## config.mk

```make
export PLATFORM = sky130hd
export DESIGN_NAME = cache_mem_arbiter
export DESIGN_NICKNAME = d
export VERILOG_FILES = /design/src/rtl/cache_mem_arbiter.sv
export SDC_FILE = /design/constraint.sdc
export NUM_CORES = 1
export LEC_CHECK = 0
export BUFFER_PORTS_ARGS = -buffer_cell sky130_fd_sc_hd__buf_2
export CORE_AREA = 5 5 89 91
export DETAILED_ROUTE_END_ITERATION = 6
export DIE_AREA = 0 0 94 96
export PLACE_DENSITY_LB_ADDON = 0.15
export SETUP_SLACK_MARGIN = 0.15
export SLEW_MARGIN = 0
export SYNTH_ARGS = -nofsm -noshare
export SYNTH_HDL_FRONTEND = slang
export SYNTH_SLANG_ARGS = --single-unit
```

## constraint.sdc

```tcl
create_clock -name clock -period 2.17 [get_ports clock]
set_input_delay 0.434 -clock clock [delete_from_list [all_inputs] [get_ports clock]]
set_output_delay 0.434 -clock clock [all_outputs]
set_load 0.02 [all_outputs]
```

## src/rtl/cache_mem_arbiter.sv

```systemverilog
// cache_mem_arbiter: round-robin owner of the shared memory port; each grant runs one block burst.
// Ports:
//   clock, reset                 rising-edge clock; asynchronous active-high reset
//   i_req/i_addr                 I-cache refill request and miss address
//   i_grant/i_rvalid/i_done      I ownership, per-beat read strobe, completion pulse
//   d_req/d_we/d_addr/d_wdata    D-cache refill or writeback request, per-beat write word
//   d_grant/d_rvalid/d_done      D ownership, per-beat read strobe, completion pulse
//   beat, rsp_data               current beat index; read word (mirrors mem_rdata)
//   mem_req/mem_we/mem_addr/mem_wdata/mem_rdata/mem_ack   word-wide memory handshake
module cache_mem_arbiter #(
    parameter int ADDR_W = 32,
    parameter int DATA_W = 32,
    parameter int WORDS = 16,
    localparam int BW = $clog2(WORDS)
) (
    input  logic              clock,
    input  logic              reset,
    input  logic              i_req,
    input  logic [ADDR_W-1:0] i_addr,
    output logic              i_grant,
    output logic              i_rvalid,
    output logic              i_done,
    input  logic              d_req,
    input  logic              d_we,
    input  logic [ADDR_W-1:0] d_addr,
    input  logic [DATA_W-1:0] d_wdata,
    output logic              d_grant,
    output logic              d_rvalid,
    output logic              d_done,
    output logic [BW-1:0]     beat,
    output logic [DATA_W-1:0] rsp_data,
    output logic              mem_req,
    output logic              mem_we,
    output logic [ADDR_W-1:0] mem_addr,
    output logic [DATA_W-1:0] mem_wdata,
    input  logic [DATA_W-1:0] mem_rdata,
    input  logic              mem_ack
);
    localparam int OFF = BW + 2;
    typedef enum logic [1:0] {IDLE, BURST, DONE} state_t;
    state_t state, state_nx;
    logic owner, we_lat, last_owner, win_d, busy, held;
    logic [ADDR_W-OFF-1:0] base_lat;
    logic unused_bits;
    assign unused_bits = ^{i_addr[OFF-1:0], d_addr[OFF-1:0]};
    assign rsp_data = mem_rdata;
    always_ff @(posedge clock or posedge reset) begin
        if (reset) begin
            state      <= IDLE;
            owner      <= 1'b0;
            we_lat     <= 1'b0;
            base_lat   <= '0;
            beat       <= '0;
            last_owner <= 1'b1;
        end else begin
            state <= state_nx;
            if (state == IDLE && (i_req || d_req)) begin
                owner    <= win_d;
                we_lat   <= win_d & d_we;
                base_lat <= win_d ? d_addr[ADDR_W-1:OFF] : i_addr[ADDR_W-1:OFF];
                beat     <= '0;
            end
            // the last beat wraps the counter back to 0 on its own
            if (state == BURST && mem_ack) beat <= beat + 1'b1;
            if (state == DONE) last_owner <= owner;
        end
    end
    always_comb begin
        // on a tie the requester that did not own the previous burst wins
        win_d     = d_req & (~i_req | ~last_owner);
        state_nx  = state;
        busy      = state == BURST;
        held      = state != IDLE;
        i_grant   = held & ~owner;
        d_grant   = held & owner;
        mem_req   = busy;
        mem_we    = busy & we_lat;
        mem_addr  = busy ? {base_lat, beat, 2'b00} : '0;
        mem_wdata = (busy & we_lat) ? d_wdata : '0;
        i_rvalid  = busy & ~we_lat & mem_ack & ~owner;
        d_rvalid  = busy & ~we_lat & mem_ack & owner;
        i_done    = state == DONE & ~owner;
        d_done    = state == DONE & owner;
        case (state)
            IDLE:    state_nx = (i_req || d_req) ? BURST : IDLE;
            BURST:   state_nx = (mem_ack && beat == BW'(WORDS - 1)) ? DONE : BURST;
            default: state_nx = IDLE;
        endcase
    end
endmodule

```

* Yosys cells after proc, flatten, opt, wreduce, memory -nomap -nowiden
Cells that the tools add are included.
** Operators by class
- Add/subtract/negate cells :: 1
- $mul :: 0
- Divide/modulo/power cells :: 0
- $lt $le $gt $ge :: 0
- Eq/ne operators :: 3
- Shift operators :: 0
- Multiplexer cells :: 8
- Bitwise gates (word level) :: 16
- Reductions and logical operators :: 7
** Operators by type and width (number)
- $mux W32 :: 2
- $mux W26 :: 1
- $and A1 B1 Y1 :: 11
- $mux W4 :: 2
- $add A4 B1 Y4 const B :: 1
- $eq A4 B4 Y1 const B :: 1
- $not A1 Y1 :: 4
- $pmux W2 S2 :: 1
- $reduce_bool A2 Y1 :: 2
- $logic_and A1 B1 Y1 :: 3
- $eq A2 B1 Y1 const B :: 1
- $eq A2 B2 Y1 const B :: 1
- $logic_not A2 Y1 :: 1
- $mux W2 :: 1
- $logic_or A1 B1 Y1 :: 1
- $mux W1 :: 1
- $or A1 B1 Y1 :: 1
** Word-level totals
- Register bits after elaboration :: 35
- Bits in latches :: 0
- Bits in writable memories :: 0
- ROM bits :: 0
- Bits of input ports :: 134
- Output and inout bits :: 108
- Logic and storage cells :: 41
- Memories kept :: 0

* Logic depth before layout (Yosys ltp)
- Word-level depth :: 4
- Depth in mapped cells :: 5
- Depth with buffers taken out :: 4

* Least setup slack after synthesis
No wires, ideal clock.
- Path kind :: register -> output
- Start :: reg state[1]
- End :: out mem_addr[25]
- Data arrival time :: 1.189 ns
- Required time :: 1.736 ns
- Path slack :: 0.547 ns
- Cell stages (with the launch flop) :: 5
- Buffers on the path :: 2
- Cell sequence :: dfrtp_1 > nor2b_2 > buf_2 > buf_2 > and2_1
** On the way
- Longest elaborated chain between the ends :: 2
** RTL lines
- start: declaration :: RTL line 41 : state_t state, state_nx;
- start signal: assignment :: RTL line 56 : state <= state_nx;
- $eq A2 B1 Y1 :: RTL line 72 : busy = state == BURST;
- net mem_req :: RTL line 32 : output logic mem_req,
- $mux W32 :: RTL line 78 : mem_addr = busy ? {base_lat, beat, 2'b00} : '0;
- end: declaration :: RTL line 34 : output logic [ADDR_W-1:0] mem_addr,
The timed path passes the listed nets, and every way through them passes these cells.

* Worst setup path in the final report
- Start :: reg state[1]
- End :: out mem_wdata[21]
** On the way
- Longest elaborated chain between the ends :: 3
** RTL lines
- $eq A2 B1 Y1 :: RTL line 72
- $and A1 B1 Y1 :: RTL line 79 : mem_wdata = (busy & we_lat) ? d_wdata : '0;
- $mux W32 :: RTL line 79
- end: declaration :: RTL line 35 : output logic [DATA_W-1:0] mem_wdata,
No other way between the ends.

==> qor.csv <==
metric;value;unit
status;complete, no violations;
setup_tns;0;ps
clk buf depth;2;
Synth-to-Final Area Change;27.71;%
worst-path cell chain;nor2b_4, buf_12, and3_1, buf_2;
crit end category;primary output;
Register Area;878.3;um2
global-route wire length before repair;12.18;mm
Final GP Congestion;0.7306;
DR iter-0 viols;47;
hold crit path type;primary input to async pin;
VDD IR max;0.4780;mV
Least-Margin Pin Slew;611.5;ps
final slew viol count;0;
DP Worst Slack;386.8;ps
Final setup viols;0;
clock latency at the later pin of the worst-skew pair;280;ps
vias per cell;4.902;
WL final;7.815;mm
relative slew slack;0.5923;
max incr delay on CP;430;ps
synthesized instance count;277;
Cell Area, Placed;3211;um2
router iterations before antenna repair;4;
Yosys warning total;0;
Starting Density;0.3678;
H-tree lvl count;2;
post-layout net count;534;
Clock Pin Slew Worst Setup and Hold Paths;70;ps
initial antenna violation count;1;
count of final hold-check violations;0;
Core Rows;31;
Critical Path AT;1480;ps
post-synthesis register bit count;35;
GRT overflow;0;
Yosys cell types;33;
Mean Syn Cell Area;9.373;um2
worst r2r src;state[1]$_DFF_PP0_;
Via Count;2446;
Seq/Total Area, Yosys;0.3378;
Critical Path Start;state[1]$_DFF_PP0_;
layout cells sized above 1;0.5150;
worst-path fanout max;42;
Root Driver;clkbuf_8;
number of max-cap violations;0;
# DRC;0;
wire length per cell;15.66;um
hpwl dp;5.860;mm
CTS tree;built;
Max Clk Rate;522.7;MHz
PnR worst setup slack;256.9;ps
Crit path required time;1740;ps
All-Layer GR Usage;0.1685;
hold buffers post-CTS;0;
largest net degree at the start of global routing;43;
unrepaired setup endpoints after global routing;yes;
Chip Width;94;um
core footprint;7059;um2
placed cells;488;
I/O pin count;242;
CP Class;register to primary output;
gr busiest metal;met2;
crit share post-route;0.8816;
CP Launch Type;register;
design area;3316;um2
Die Ht;96;um
grt met2 use;0.2768;
Ant. Diodes;0;
Num CTS Buffers;5;
M1 GR Usage;0.2171;
post-route minimum period;1913;ps
fillers;745;
clk_skew;6.295;ps
met3 Resource Use GR;0.05864;
clock sinks;35;
IO buf count;163;
Multi-input gate area;1309;um2
vias in the first global route;2449;
cell area after synthesis;2596;um2
leakage;0.001760;uW
fin cells;499;
die area;9024;um2
power per cell area;1304;nW/um2
Detail Route Antenna Nets;0;
CP max stage cell;dfrtp_1;
cell usage in the layout (no fill, tap or decap):
cell type / synthesis / routed
a31o_2: 1 / 1
clkinv_2: 0 / 1
a2bb2oi_2: 20 / 20
nor2_8: 1 / 1
and3_1: 34 / 34
nor3_1: 2 / 2
nand2_1: 29 / 29
nor2b_4: 0 / 1
nand3_1: 2 / 2
mux2i_1: 1 / 1
dfstp_2: 1 / 1
clkbuf_8: 0 / 5
conb_1: 1 / 2
clkbuf_1: 9 / 2
xnor2_1: 1 / 1
buf_12: 0 / 2
buf_2: 8 / 163
o21ai_1: 1 / 1
a2bb2oi_1: 6 / 6
nor2_4: 1 / 1
o211ai_1: 2 / 2
a21boi_4: 1 / 1
nand2b_1: 1 / 1
and2_1: 30 / 30
buf_4: 35 / 7
dfrtp_2: 0 / 1
nand3b_1: 1 / 1
ha_1: 1 / 1
or2_1: 1 / 1
dfrtp_1: 34 / 33
nor2_1: 6 / 6
inv_1: 4 / 4
a21bo_2: 1 / 1
a211oi_1: 26 / 26
o21ai_0: 8 / 8
a21o_1: 1 / 1
logic make-up after synthesis:
family,synth area share
flops,0.3378
simple gates,0.2357
buf+inv,0.1614
compound gates,0.2516
xor+xnor,0.003374
mux,0.003856
other cells,0.001444
fa+ha+maj,0.004819
through the flow:
step | power, uW | util | hold slack, ps
4_1_cts | 4384 | 0.4685 | 261.4
2_1_floorplan | 3161 | - | 487.4
5_1_grt | 4655 | 0.4697 | 287.0
3_5_place_dp | 3889 | 0.4548 | 508.4
6_report | 4323 | 0.4697 | 242.6
3_3_place_gp | 3863 | 0.4548 | 497.4
layer usage:
metal	part of all wire	routed length (um)
met1	0.42	3292
met2	0.47	3708
met3	0.093	724
met4	0.0097	76
met5	0.0017	13
registers in the layout, indices dropped and copies added, names as in the netlist:
name,count
owner,1
we_lat,1
base_lat,26
state,2
last_owner,1
beat,4
power breakdown:
group,internal (uW),total (uW),switching [uW]
clock network,225,461,235
registers,952,1210,254
logic,1180,2660,1480
total,2360,4320,1970
worst paths after layout:
kind / endpoint / slack [ps] / cells past startpoint
setup / recovery: mem_wdata[21] / 260 / 4
hold / removal: base_lat[17]$_DFFE_PP0P_ / 240 / 3
setup reg to reg: base_lat[0]$_DFFE_PP0P_ / 450 / 3
hold reg to reg: base_lat[17]$_DFFE_PP0P_ / 520 / 1
max in group asynchronous: last_owner$_DFFE_PP1N_ / 1580 / 3
min in group clock: base_lat[23]$_DFFE_PP0P_ / 380 / 3
area by class of cell:
cell class | count | share of cell area
inverter | 4 | 0.004528
clock inverter | 1 | 0.001509
multi-input combinational | 181 | 0.3947
clock buffer | 7 | 0.02302
sequential | 35 | 0.2649
timing repair buffer | 172 | 0.2740
tap | 99 | 0.03736
critical path, delay by kind of cell, from the launching register on:
kind,cells,cell delay [ps]
AND/OR/NAND/NOR,2,380
flip-flops,1,430
buffers and inverters,2,380
what timing repair did:
action / CTS / global route
setup endpoints to repair: 50 / 36
gates resized for setup: 0 / 1
buffers inserted: 2 / 1
Yosys cell counts, drive strengths merged:
cell type   n  area, um2
ha          1      12.51
clkbuf      9      33.78
nand2      29      108.9
xnor2       1      8.760
a21o        1      7.510
a211oi     26      195.2
a2bb2oi    26      352.8
nor2        8      53.80
o211ai      2      15.01
nor3        2      10.01
a31o        1      8.760
o21ai       9      45.04
dfstp       1      26.28
dfrtp      34      850.8
inv         4      15.01
or2         1      6.260
conb        1      3.750
nand2b      1      6.260
a21bo       1      10.01
and2       30      187.7
a21boi      1      18.77
and3       34      212.7
nor2b       1      8.760
mux2i       1      10.01
buf        49      370.4
nand3       2      10.01
nand3b      1      7.510
(Power assumes the default switching activity.)
